### config.mk
export PLATFORM = sky130hd
export DESIGN_NAME = neural_spike_frame_flat
export DESIGN_NICKNAME = d
export VERILOG_FILES = /design/src/rtl/neural_spike_frame_if.sv /design/src/rtl/neural_spike_frame.sv /design/src/flat_wrapper.sv
export SDC_FILE = /design/constraint.sdc
export NUM_CORES = 1
export LEC_CHECK = 0
export CAP_MARGIN = 0
export CORE_MARGIN = 10
export CORE_UTILIZATION = 55
export DETAILED_ROUTE_END_ITERATION = 6
export GPL_ROUTABILITY_DRIVEN = 0
export PLACE_DENSITY = 0.73
export SYNTH_ARGS = -nofsm -noshare
export SYNTH_HDL_FRONTEND = slang
export SYNTH_SLANG_ARGS = --single-unit
export TNS_END_PERCENT = 10
### constraint.sdc
create_clock -name CLK_ADC -period 12.45 [get_ports CLK_ADC]
set_input_delay 2.49 -clock CLK_ADC [delete_from_list [all_inputs] [get_ports CLK_ADC]]
set_output_delay 2.49 -clock CLK_ADC [all_outputs]
set_load 0.05 [all_outputs]
### src/rtl/neural_spike_frame_if.sv
// neural_spike_frame_if: sample input stream, frame output stream and status bundle
interface neural_spike_frame_if #(
  parameter int DATA_W = 12,
  parameter int CNT_W  = 16
);
  logic                     EN;
  logic [DATA_W-2:0]        THR;
  logic signed [DATA_W-1:0] DATA_IN;
  logic                     DATA_VLD;
  logic                     TRGG_IN;
  logic                     DATA_END_IN;
  logic [DATA_W-1:0]        FRAME_DATA;
  logic                     FRAME_TRGG;
  logic                     FRAME_VLD;
  logic                     FRAME_RDY;
  logic                     FRAME_LAST;
  logic [CNT_W-1:0]         SPIKE_CNT;
  logic [CNT_W-1:0]         DROP_CNT;
  logic                     DONE;
  modport master (
    output EN, THR, DATA_IN, DATA_VLD, TRGG_IN, DATA_END_IN, FRAME_RDY,
    input  FRAME_DATA, FRAME_TRGG, FRAME_VLD, FRAME_LAST, SPIKE_CNT, DROP_CNT, DONE
  );
  modport slave (
    input  EN, THR, DATA_IN, DATA_VLD, TRGG_IN, DATA_END_IN, FRAME_RDY,
    output FRAME_DATA, FRAME_TRGG, FRAME_VLD, FRAME_LAST, SPIKE_CNT, DROP_CNT, DONE
  );
endinterface

### src/rtl/neural_spike_frame.sv
// neural_spike_frame: threshold spike detector capturing a pre/post-trigger window and streaming it out
module neural_spike_frame #(
  parameter int DATA_W     = 12,
  parameter int LOG2_FRAME = 5,
  parameter int PRE_LEN    = 8,
  parameter int CNT_W      = 16
) (
  input logic              CLK_ADC,
  input logic              RST,
  neural_spike_frame_if.slave bus
);
  localparam int FRAME_LEN = 1 << LOG2_FRAME;
  localparam int POST_N    = FRAME_LEN - PRE_LEN - 1;
  typedef enum logic [2:0] {IDLE, FILL, ARM, POST, SEND, FINISH} state_t;
  state_t                state_q, state_d;
  logic [LOG2_FRAME-1:0] wp_q, wp_d, fill_q, fill_d, post_q, post_d, start_q, start_d, rp;
  logic [LOG2_FRAME:0]   rd_q, rd_d;
  logic                  end_q, end_d, vld_q, vld_d, last_q, last_d, trgg_q, trgg_d, done_q, done_d;
  logic [DATA_W-1:0]     data_q, data_d, abs_v;
  logic [CNT_W-1:0]      spike_q, spike_d, drop_q, drop_d;
  logic [DATA_W-2:0]     mag;
  logic [DATA_W:0]       mem [FRAME_LEN];
  logic [DATA_W:0]       rd_word;
  logic                  acc, det, load;
  // next-state, detection, buffer read and output-register logic
  always_comb begin
    state_d = state_q;
    wp_d    = wp_q;
    fill_d  = fill_q;
    post_d  = post_q;
    start_d = start_q;
    end_d   = end_q;
    vld_d   = vld_q;
    last_d  = last_q;
    trgg_d  = trgg_q;
    data_d  = data_q;
    spike_d = spike_q;
    drop_d  = drop_q;
    abs_v   = bus.DATA_IN[DATA_W-1] ? -bus.DATA_IN : bus.DATA_IN;
    mag     = abs_v[DATA_W-1] ? '1 : abs_v[DATA_W-2:0];
    det     = mag >= bus.THR;
    acc     = bus.DATA_VLD && state_q inside {FILL, ARM, POST};
    wp_d    = acc ? wp_q + 1'b1 : wp_q;
    rd_d    = state_q == SEND ? rd_q : '0;
    rp      = start_q + rd_q[LOG2_FRAME-1:0];
    rd_word = mem[rp];
    load    = state_q == SEND && (!vld_q || bus.FRAME_RDY) && !rd_q[LOG2_FRAME];
    case (state_q)
      IDLE: if (bus.EN) begin
        state_d = FILL;
        fill_d  = '0;
      end
      FILL: if (acc) begin
        fill_d  = fill_q + 1'b1;
        state_d = fill_q == LOG2_FRAME'(PRE_LEN - 1) ? ARM : FILL;
      end
      ARM: if (acc && det && !bus.DATA_END_IN && bus.EN) begin
        spike_d = spike_q + CNT_W'(!(&spike_q));
        start_d = wp_q - LOG2_FRAME'(PRE_LEN);
        post_d  = '0;
        state_d = POST_N == 0 ? SEND : POST;
      end
      POST: if (acc) begin
        post_d  = post_q + 1'b1;
        state_d = post_q == LOG2_FRAME'(POST_N - 1) ? SEND : POST;
      end
      SEND: begin
        drop_d = bus.DATA_VLD ? drop_q + CNT_W'(!(&drop_q)) : drop_q;
        end_d  = end_q || bus.DATA_END_IN;
        vld_d  = vld_q && !bus.FRAME_RDY;
        if (load) begin
          {trgg_d, data_d} = rd_word;
          last_d = rd_q == (LOG2_FRAME+1)'(FRAME_LEN - 1);
          vld_d  = 1'b1;
          rd_d   = rd_q + 1'b1;
        end
        if (vld_q && bus.FRAME_RDY && last_q) begin
          state_d = (end_q || bus.DATA_END_IN) ? FINISH : FILL;
          fill_d  = '0;
          end_d   = 1'b0;
          last_d  = 1'b0;
        end
      end
      default: ;
    endcase
    if (bus.DATA_END_IN && state_q inside {FILL, ARM, POST}) state_d = FINISH;
    if (!bus.EN && state_q != IDLE) begin
      state_d = IDLE;
      vld_d   = 1'b0;
      last_d  = 1'b0;
      trgg_d  = 1'b0;
      data_d  = '0;
      end_d   = 1'b0;
    end
    done_d = state_d == FINISH;
  end
  // sample history buffer; contents need no reset because reads only follow fresh writes
  always_ff @(posedge CLK_ADC) begin
    if (acc) mem[wp_q] <= {bus.TRGG_IN, bus.DATA_IN};
  end
  // control state, pointers, output register and statistics
  always_ff @(posedge CLK_ADC) begin
    if (RST) begin
      state_q <= IDLE;
      wp_q    <= '0;
      fill_q  <= '0;
      post_q  <= '0;
      start_q <= '0;
      rd_q    <= '0;
      end_q   <= 1'b0;
      vld_q   <= 1'b0;
      last_q  <= 1'b0;
      trgg_q  <= 1'b0;
      data_q  <= '0;
      spike_q <= '0;
      drop_q  <= '0;
      done_q  <= 1'b0;
    end else begin
      state_q <= state_d;
      wp_q    <= wp_d;
      fill_q  <= fill_d;
      post_q  <= post_d;
      start_q <= start_d;
      rd_q    <= rd_d;
      end_q   <= end_d;
      vld_q   <= vld_d;
      last_q  <= last_d;
      trgg_q  <= trgg_d;
      data_q  <= data_d;
      spike_q <= spike_d;
      drop_q  <= drop_d;
      done_q  <= done_d;
    end
  end
  assign bus.FRAME_DATA = data_q;
  assign bus.FRAME_TRGG = trgg_q;
  assign bus.FRAME_VLD  = vld_q;
  assign bus.FRAME_LAST = last_q;
  assign bus.SPIKE_CNT  = spike_q;
  assign bus.DROP_CNT   = drop_q;
  assign bus.DONE       = done_q;
endmodule

### src/flat_wrapper.sv
// flat-port wrapper written by rule: the top's interface ports become plain ports
module neural_spike_frame_flat 
#(
  parameter int DATA_W     = 12,
  parameter int LOG2_FRAME = 5,
  parameter int PRE_LEN    = 8,
  parameter int CNT_W      = 16
)
  (CLK_ADC, RST, bus_EN, bus_THR, bus_DATA_IN, bus_DATA_VLD, bus_TRGG_IN, bus_DATA_END_IN, bus_FRAME_RDY, bus_FRAME_DATA, bus_FRAME_TRGG, bus_FRAME_VLD, bus_FRAME_LAST, bus_SPIKE_CNT, bus_DROP_CNT, bus_DONE);
  neural_spike_frame_if #(.DATA_W(DATA_W), .CNT_W(CNT_W)) bus_i ();
  input logic CLK_ADC;
  input logic RST;
  input wire logic [$bits(bus_i.EN)-1:0] bus_EN;
  input wire logic [$bits(bus_i.THR)-1:0] bus_THR;
  input wire logic [$bits(bus_i.DATA_IN)-1:0] bus_DATA_IN;
  input wire logic [$bits(bus_i.DATA_VLD)-1:0] bus_DATA_VLD;
  input wire logic [$bits(bus_i.TRGG_IN)-1:0] bus_TRGG_IN;
  input wire logic [$bits(bus_i.DATA_END_IN)-1:0] bus_DATA_END_IN;
  input wire logic [$bits(bus_i.FRAME_RDY)-1:0] bus_FRAME_RDY;
  output wire logic [$bits(bus_i.FRAME_DATA)-1:0] bus_FRAME_DATA;
  output wire logic [$bits(bus_i.FRAME_TRGG)-1:0] bus_FRAME_TRGG;
  output wire logic [$bits(bus_i.FRAME_VLD)-1:0] bus_FRAME_VLD;
  output wire logic [$bits(bus_i.FRAME_LAST)-1:0] bus_FRAME_LAST;
  output wire logic [$bits(bus_i.SPIKE_CNT)-1:0] bus_SPIKE_CNT;
  output wire logic [$bits(bus_i.DROP_CNT)-1:0] bus_DROP_CNT;
  output wire logic [$bits(bus_i.DONE)-1:0] bus_DONE;
  assign bus_i.EN = bus_EN;
  assign bus_i.THR = bus_THR;
  assign bus_i.DATA_IN = bus_DATA_IN;
  assign bus_i.DATA_VLD = bus_DATA_VLD;
  assign bus_i.TRGG_IN = bus_TRGG_IN;
  assign bus_i.DATA_END_IN = bus_DATA_END_IN;
  assign bus_i.FRAME_RDY = bus_FRAME_RDY;
  assign bus_FRAME_DATA = bus_i.FRAME_DATA;
  assign bus_FRAME_TRGG = bus_i.FRAME_TRGG;
  assign bus_FRAME_VLD = bus_i.FRAME_VLD;
  assign bus_FRAME_LAST = bus_i.FRAME_LAST;
  assign bus_SPIKE_CNT = bus_i.SPIKE_CNT;
  assign bus_DROP_CNT = bus_i.DROP_CNT;
  assign bus_DONE = bus_i.DONE;
  neural_spike_frame #(.DATA_W(DATA_W), .LOG2_FRAME(LOG2_FRAME), .PRE_LEN(PRE_LEN), .CNT_W(CNT_W)) u_core (.CLK_ADC(CLK_ADC), .RST(RST), .bus(bus_i));
endmodule
After elaboration in Yosys (flattened, before gate mapping)

Memory sizes are Yosys's and may differ from the RTL's. A register that Yosys moved wholly into a read port is not among the register bits.
Cells that the tools add are included.

Register bits: 65
Bits in writable memories: 416
Bits of input ports: 30
Output and inout port bits: 48
Logic and storage cells: 100
Memories kept: 1

Memories:

| memory     | depth | width | read ports | clocked after memory_dff | wr ports | line                     | RTL |
|---|---|---|---|---|---|---|---|
| u_core.mem | 32    | 13    | 1          | 1                        | 1        | neural_spike_frame.sv:22 | `logic [DATA_W:0] mem [FRAME_LEN];` |

$add $sub $neg: 9
Magnitude comparators: 1
Eq/ne operators: 13
Multiplexer cells: 29
Reduce and logical (&&, ||, !) cells: 35

Operators with widths:

| cell                  | count |
|---|---|
| $add A16 B1 Y16       | 2 |
| $reduce_and A16 Y1    | 2 |
| $mux W3               | 9 |
| $mux W5               | 5 |
| $mux W6               | 3 |
| $add A5 B1 Y5 const B | 3 |
| $pmux W3 S5           | 1 |
| $pmux W5 S3           | 1 |
| $mux W12              | 1 |
| $neg A12 Y12          | 1 |
| $ge A11 B11 Y1        | 1 |
| $logic_and A1 B1 Y1   | 11 |
| $mux W11              | 1 |
| $pmux W5 S2           | 1 |
| $reduce_bool A3 Y1    | 3 |
| $reduce_and A2 Y1     | 4 |
| $logic_not A1 Y1      | 7 |
| $add A6 B1 Y6 const B | 1 |
| $eq A3 B2 Y1 const B  | 2 |
| $eq A3 B3 Y1 const B  | 2 |
| $eq A6 B5 Y1 const B  | 1 |
| $mux W1               | 6 |
| $ne A2 B2 Y1 const B  | 3 |
| $add A5 B5 Y5         | 1 |
| 12 further kinds      | 15 |

Logic depth before layout (Yosys ltp)

Gate-level depths: netlist of the first run.

Depth after elaboration: 12
Mapped depth: 15
Mapped depth without buffers: 13

Worst setup path before layout of the first run

No wires, ideal clock.

Path kind: input to register
From: in bus_DATA_IN[3]
To: reg u_core.done_q (netlist: u_core.bus.DONE)
Data arrival time: 5.491 ns
Data required time: 12.320 ns
Slack: 6.830 ns
Cell stages on the path: 13
Cell sequence: or3_1 -> or4_1 -> nor4_2 -> nand3_2 -> nand2_1 -> ha_1 -> o21a_1 -> o21a_1 -> o21ai_1 -> clkbuf_1 -> inv_1 -> a221oi_1 -> nor3b_1

Cells in the longest elaborated chain, start to end: 12

Ends and longest elaborated chain:

| item                                  | line                      | RTL |
|---|---|---|
| from (decl)                           | flat_wrapper.sv:15        | `input wire logic [$bits(bus_i.DATA_IN)-1:0] bus_DATA_IN;` |
| $neg A12 Y12                          | neural_spike_frame.sv:39  | `abs_v = bus.DATA_IN[DATA_W-1] ? -bus.DATA_IN : bus.DATA_IN;` |
| $mux W12 (*)                          | neural_spike_frame.sv:39  |  |
| $mux W11 (*)                          | neural_spike_frame.sv:40  | `mag = abs_v[DATA_W-1] ? '1 : abs_v[DATA_W-2:0];` |
| $ge A11 B11 Y1 (*)                    | neural_spike_frame.sv:41  | `det = mag >= bus.THR;` |
| $logic_and A1 B1 Y1 (*) (3 in series) | neural_spike_frame.sv:57  | `ARM: if (acc && det && !bus.DATA_END_IN && bus.EN) begin` |
| $mux W3 (*)                           | neural_spike_frame.sv:57  |  |
| $pmux W3 S5 (*)                       | neural_spike_frame.sv:48  | `case (state_q)` |
| $mux W3 (*)                           | neural_spike_frame.sv:86  | `if (bus.DATA_END_IN && state_q inside {FILL, ARM, POST}) state_d = FINISH;` |
| $mux W3 (*)                           | neural_spike_frame.sv:87  | `if (!bus.EN && state_q != IDLE) begin` |
| $eq A3 B3 Y1 (*)                      | neural_spike_frame.sv:95  | `done_d = state_d == FINISH;` |
| to (signal assigned)                  | neural_spike_frame.sv:132 | `done_q <= done_d;` |
| to (decl)                             | neural_spike_frame.sv:18  | `logic end_q, end_d, vld_q, vld_d, last_q, last_d, trgg_q, trgg_d, done_q, done_d;` |

Mark *: on every way between the ends. The rest lies on a longest branch, timed or not.
A chain may end at the register's enable or synchronous reset.

Final worst setup path of the first run

Same ends and word-level chain as after synthesis.

==> results of run 1 <==
-- layout by cell type, fill, tap and decap left out, types with 4 or more instances in the layout --
cell	synthesis	final
a211oi_1	16	16
mux2i_1	21	21
buf_4	9	24
or4_1	12	12
ha_1	32	31
xor2_1	22	22
mux4_2	107	107
a21oi_1	34	34
edfxtp_1	416	416
nand3_1	21	21
clkinv_1	0	5
and3_1	20	20
nor4_1	4	4
nand4_1	11	11
o21ai_0	15	15
clkinv_2	0	5
nor2b_1	5	5
clkbuf_1	27	16
a21o_1	7	7
clkdlybuf4s50_1	0	76
or3_1	5	5
clkbuf_16	0	50
mux4_1	9	9
o221ai_1	13	13
nor3_1	9	8
xnor2_1	16	15
dfxtp_1	78	78
bufinv_16	0	4
nand2b_1	12	12
nand2_1	71	71
inv_1	25	25
o31ai_1	16	16
nor2_1	78	54
nor2_2	1	25
and4_1	5	5
clkbuf_8	0	6
-- area by class of cell --
type / instances / share of cell area [%]
Clock buffer: 72 / 6.00
Multi-Input combinational cell: 602 / 25.5
Sequential cell: 494 / 60.5
Tap cell: 468 / 2.52
Timing Repair Buffer: 101 / 4.07
Inverter: 25 / 0.404
Clock inverter: 19 / 1.04
-- flip-flops by register name, indices dropped and copies added, names as in the netlist, 3 cells and up --
| signal | flops |
|---|---|
| u_core.rd_q | 6 |
| u_core.bus.SPIKE_CNT | 16 |
| u_core.wp_q | 5 |
| u_core.bus.DROP_CNT | 16 |
| u_core.start_q | 5 |
| u_core.post_q | 5 |
| u_core.bus.FRAME_DATA | 12 |
| u_core.state_q | 3 |
| u_core.mem | 416 |
| u_core.fill_q | 5 |
-- per-stage QoR --
stage                     instances  utilization, %  hold slack, ns  cell area, µm²  worst slack [ns]
after floorplan                1176               -           0.458           20200              6.83
after global placement         1690            59.3           0.477           21600              5.39
after detailed placement       1690            59.3           0.487           21600              5.21
after CTS                      1781            63.8           0.501           23200              5.83
after global routing           1781            63.8           0.526           23200              5.48
final                          1781            63.8           0.502           23200              5.78
-- power groups by stage --
stage	Sequential (W)	Clock, W	Combinational (W)
global route	0.00180	0.00157	0.000121
global placement	0.00184	0	0.000106
finish	0.00180	0.00149	0.000110
detailed placement	0.00184	0	0.000110
CTS	0.00180	0.00151	0.000110
floorplan	0.00184	0	0.0000479
-- cell families after synthesis --
group	after synthesis	synth area share, %
buf+inv	80	1.82
simple gates	271	6.66
compound gates	121	4.06
xor+xnor	39	1.78
fa+ha+maj	33	2.08
mux	138	14.2
flops	494	69.4
-- worst max-delay path: stages --
cell and delay [ns]:
clkdlybuf4s50_1 0.39, buf_4 0.23, or3_1 0.44, or4_1 0.49, nor4_2 0.33, nand3_2 0.25
nand2_1 0.13, ha_1 0.23, o21a_1 0.19, o21a_1 0.17, o21ai_2 0.87, inv_1 0.37
a221oi_1 0.44, nor3b_1 0.09
-- worst paths after layout --
path,cells after the start,slack [ns],start,to
worst min-delay path,2,0.50,u_core.bus.SPIKE_CNT[9],u_core.bus.SPIKE_CNT[9]
worst max register to register,8,8.54,u_core.rd_q[0],u_core.bus.FRAME_DATA[9]
worst min register to register,2,0.50,u_core.bus.SPIKE_CNT[9],u_core.bus.SPIKE_CNT[9]
worst max-delay path,14,5.78,bus_DATA_IN[3],u_core.bus.DONE
-- per-layer routing --
| layer | vias up | track usage, % |
|---|---|---|
| met2 | 404 | 33.2 |
| met5 | - | 0 |
| met1 | 5710 | 27.7 |
| li1 | 4877 | - |
| met4 | 2 | 5.38 |
| met3 | 84 | 4.16 |
==> impl_metrics.json, run 1 <==
{
  "outcome": "finished, final reports clean",
  "die_area_um2": 44900,
  "rsz0062_at_grt": "false",
  "setup_viol": 0,
  "io_buffers": 77,
  "worstSetupPathType": "input pin to register",
  "start_kind": "input pin",
  "grt_max_degree": 55,
  "seq_power_share_pct": 52.9,
  "core_um2": 36400,
  "slew-limit-headroom_pct": 14.3,
  "area_delta_synth_final_pct": 14.8,
  "nets": 1337,
  "cts_buffers": 50,
  "grt_pass1_wl_um": 69300,
  "irDropWorstVdd_mv": 0.0985,
  "fin_crit_ns": 6.67,
  "insertion_delay_ns": 0.60,
  "hpwl_um": 26400,
  "first_iter_violations": 1066,
  "fmax_mhz": 150,
  "ios": 78,
  "remaining_drc_errors": 0,
  "die_h_um": 212,
  "period_share_pct": 53.5,
  "tritoncts": "yes",
  "ys_ff_latch": 494,
  "register_area_um2": 14100,
  "intPower_w": 0.00270,
  "pwr-share-clk_pct": 43.8,
  "cp.required_ns": 12.93,
  "synth_most_common_cell": "edfxtp_1",
  "cts-root-buf": "clkbuf_16",
  "grt_pass1_vias": 11300,
  "top_layer_used": "met5",
  "wire_per_inst_um": 25.3,
  "drive_gt1_share_pct": 18.4,
  "antenna_cells": 0,
  "slew_violations": 0,
  "cts_resized": 0,
  "yosysTopAreaCell": "edfxtp_1",
  "vias": 11077,
  "mappedNetlistNets": 1239,
  "hold_buffers": 0,
  "setup_tns_ns": 0,
  "critical_path.max_fanout": 35,
  "synth_top_cell_area_share_pct": 61.7,
  "multi_input_area_um2": 5920,
  "wl_met1_um": 18800,
  "skew_ns": 0.0269,
  "yosysSeqAreaShare_pct": 69.4,
  "postRouteAntennaNets": 0,
  "hp-class": "register to register",
  "antenna_found_initial": 1,
  "syn_area_um2": 20200,
  "synthArstFlopShare_pct": 0,
  "die-width_um": 212,
  "vias_per_cell": 6.22,
  "overflow": 0,
  "finalHoldViolCount": 0,
  "ys.flop_type": "edfxtp_1",
  "cts_buffer_depth": 3,
  "rows": 70,
  "yosys_warnings": 0,
  "initial_core_util_pct": 55.5,
  "fillers": 2534,
  "yosys-top-cells-count": "edfxtp_1 (416), mux4_2 (107), dfxtp_1 (78), nor2_1 (78), nand2_1 (71)",
  "ctsHtreeMaxLevel": 2,
  "dr.pass1.iters": 5,
  "post_cts_buffers": 0,
  "synth_edf_count": 416,
  "cap_violations": 0,
  "p_comb_share_pct": 3.2,
  "synth_cell_types": 60,
  "cp_data_arrival_time_ns": 7.14,
  "p_leak_nw": 7.47,
  "clk_pin_slew_ns": 0.06,
  "total_power_w": 0.00340,
  "met2WireLength_um": 22200,
  "endpoint_kind": "register",
  "p_switching_w": 0.000705,
  "netlist_instances": 1176,
  "synthTopCellsByArea": "edfxtp_1 (62%), mux4_2 (12%), dfxtp_1 (7.7%)",
  "syn_avg_cell_area_um2": 17.2,
  "swShare_pct": 20.7,
  "wl_met3_um": 2990,
  "powerDensity_nw_per_um2": 147,
  "clock_sinks": 494,
  "wirelength_um": 45000,
  "track_usage_pct": 20.4,
  "worstMarginPinSlew_ns": 1.28
}
(Power assumes the default switching activity.)
==> run 2: changes to the inputs <==
PLACE_DENSITY = 0.76   (was 0.73)
clock period = 6 ns   (was 12.45 ns; I/O delays follow)
==> impl_metrics.json, run 2 (synthesized netlist as in run 1, its figures left out) <==
{
  "outcome": "finished, final reports clean",
  "track_usage_pct": 20.4,
  "dr.pass1.iters": 5,
  "holdPathEnd": "u_core.bus.SPIKE_CNT[11]",
  "cp.depth": 13,
  "remaining_drc_errors": 0,
  "swShare_pct": 20.7,
  "cp_data_arrival_time_ns": 5.29,
  "slew_violations": 0,
  "io_buffers": 77,
  "top_register": "u_core.mem",
  "clk_pin_slew_ns": 0.06,
  "crit_buf_inv": 1,
  "rows": 70,
  "antenna_cells": 0,
  "vias": 11122,
  "final_area_um2": 23200,
  "fmax_mhz": 208,
  "reg2reg_to": "u_core.bus.FRAME_DATA[5]",
  "intPower_w": 0.00553,
  "cp_top_family": "simple AND/OR/NAND/NOR gates",
  "grt_max_degree": 59,
  "slowest_delay_ns": 0.58,
  "cp.required_ns": 6.48,
  "die-width_um": 212,
  "rsz0062_at_grt": "false",
  "powerDensity_nw_per_um2": 300,
  "area_delta_synth_final_pct": 14.8,
  "slew-limit-headroom_pct": 14.4,
  "seq_power_share_pct": 53.6,
  "core_um2": 36400,
  "cts_buffer_depth": 3,
  "nets": 1344,
  "hpwl_um": 27500,
  "critPathSlowestCell": "o221a_2",
  "path_cells": "clkdlybuf4s50_1 -> or3_1 -> or4_1 -> nor4_2 -> nand3_2 -> nand2_1 -> ha_1 -> a21o_1 -> a21o_1 -> a21oi_1 -> o221a_2 -> nor2_1 -> a211oi_1",
  "largest_reg_flops": 416,
  "cts-root-buf": "clkbuf_16",
  "register_area_um2": 14100,
  "vias_per_cell": 6.22,
  "finalHoldViolCount": 0,
  "tritoncts": "yes",
  "r2r_cells": 7,
  "mostFrequentLayoutCells": "edfxtp_1 (416), mux4_2 (107), dfxtp_1 (78)",
  "multi_input_area_um2": 5900,
  "hold_buffers": 0,
  "die_area_um2": 44900,
  "critical_path.max_fanout": 33,
  "dpl_cell_area_um2": 21700,
  "p_comb_share_pct": 3.3,
  "die_h_um": 212,
  "worstMarginPinSlew_ns": 1.28,
  "clock_sinks": 494,
  "stdcell_count": 1787,
  "cts_buffers": 48,
  "start_kind": "input pin",
  "first_iter_violations": 1013,
  "setup_viol": 0,
  "insertion_delay_ns": 0.59,
  "ctsHtreeMaxLevel": 2,
  "hold-worst-slack_ns": 0.509,
  "holdPathStages": 2,
  "fin_crit_ns": 4.81,
  "grt_pass1_wl_um": 69100,
  "placed_cells": 1699,
  "wirelength_um": 45000,
  "period_share_pct": 80.2,
  "setup_tns_ns": 0,
  "irDropWorstVdd_mv": 0.285,
  "post_cts_buffers": 0,
  "fillers": 2496,
  "final_common_cell": "edfxtp_1",
  "worstSetupPathType": "input pin to register",
  "postRouteAntennaNets": 0,
  "skew_ns": 0.0299,
  "hp-class": "register to register",
  "overflow": 0,
  "pwr-share-clk_pct": 43.0,
  "hold_path.startpoint": "u_core.bus.SPIKE_CNT[11]",
  "p_switching_w": 0.00144,
  "r2r-start": "u_core.rd_q[0]",
  "drive_gt1_share_pct": 18.5,
  "antenna_found_initial": 0,
  "cts_resized": 0,
  "wire_per_inst_um": 25.2,
  "rrSetupSlack_ns": 2.26,
  "ios": 78,
  "cap_violations": 0,
  "path_common_cell": "a21o_1",
  "grt_pass1_vias": 11295,
  "endpoint_kind": "register",
  "p_leak_nw": 7.48,
  "initial_core_util_pct": 55.5
}
==> run 2: changes by cell type in the layout (fill, tap and decap cells not counted), sizes merged <==
cell	previous run	this run
buf	25	34
clkinvlp	1	4
inv	28	27
clkinv	11	12
clkbuf	72	66
==> run 2: per-stage QoR <==
step | total power (W) | setup slack (ns) | util [%]
finish | 0.00697 | 1.19 | 63.8
global route | 0.00718 | 0.869 | 63.8
CTS | 0.00701 | 1.25 | 63.8
detailed placement | 0.00404 | 0.665 | 59.4
global placement | 0.00404 | 0.777 | 59.4
floorplan | 0.00393 | 1.67 | -
==> run 2: how the worst max path moves through the flow <==
stage	startpoint	end	slack [ns]
floorplan	bus_DATA_IN[3]	u_core.bus.DONE	1.67
global placement	bus_DATA_IN[3]	u_core.start_q[4]	0.78
detailed placement	bus_DATA_IN[3]	u_core.start_q[3]	0.66
CTS	bus_DATA_IN[3]	u_core.start_q[3]	1.25
global route	bus_DATA_IN[3]	u_core.start_q[4]	0.87
finish	bus_DATA_IN[3]	u_core.start_q[3]	1.19
==> run 2: worst min-delay path: stages, from the launching register on <==
cell and delay (ns):
dfxtp_1 0.33, o31ai_1 0.07, a21oi_1 0.06
==> run 2: routing by layer <==
metal	share of wire, %	GRT usage (%)	wire [µm]
met2	49	32.7	22000
met5	0	0	0
met3	6.5	2.84	2950
met1	42	28.8	19100
met4	2.2	6.17	987
==> run 2: layout make-up <==
type                    count  area share (%)
flip-flops and latches    494            60.5
repair buffers            110            4.42
clock buffers              66            5.69
clock inverters            22            1.10
inverters                  25           0.404
well taps                 468            2.52
multi-input cells         602            25.4
==> run 2: power by group through the flow <==
stage	combinational, W	sequential [W]	clock [W]
after floorplan	0.0000993	0.00383	0
after global placement	0.000226	0.00381	0
after detailed placement	0.000231	0.00381	0
after CTS	0.000233	0.00374	0.00304
after global routing	0.000253	0.00374	0.00318
final	0.000233	0.00374	0.00300
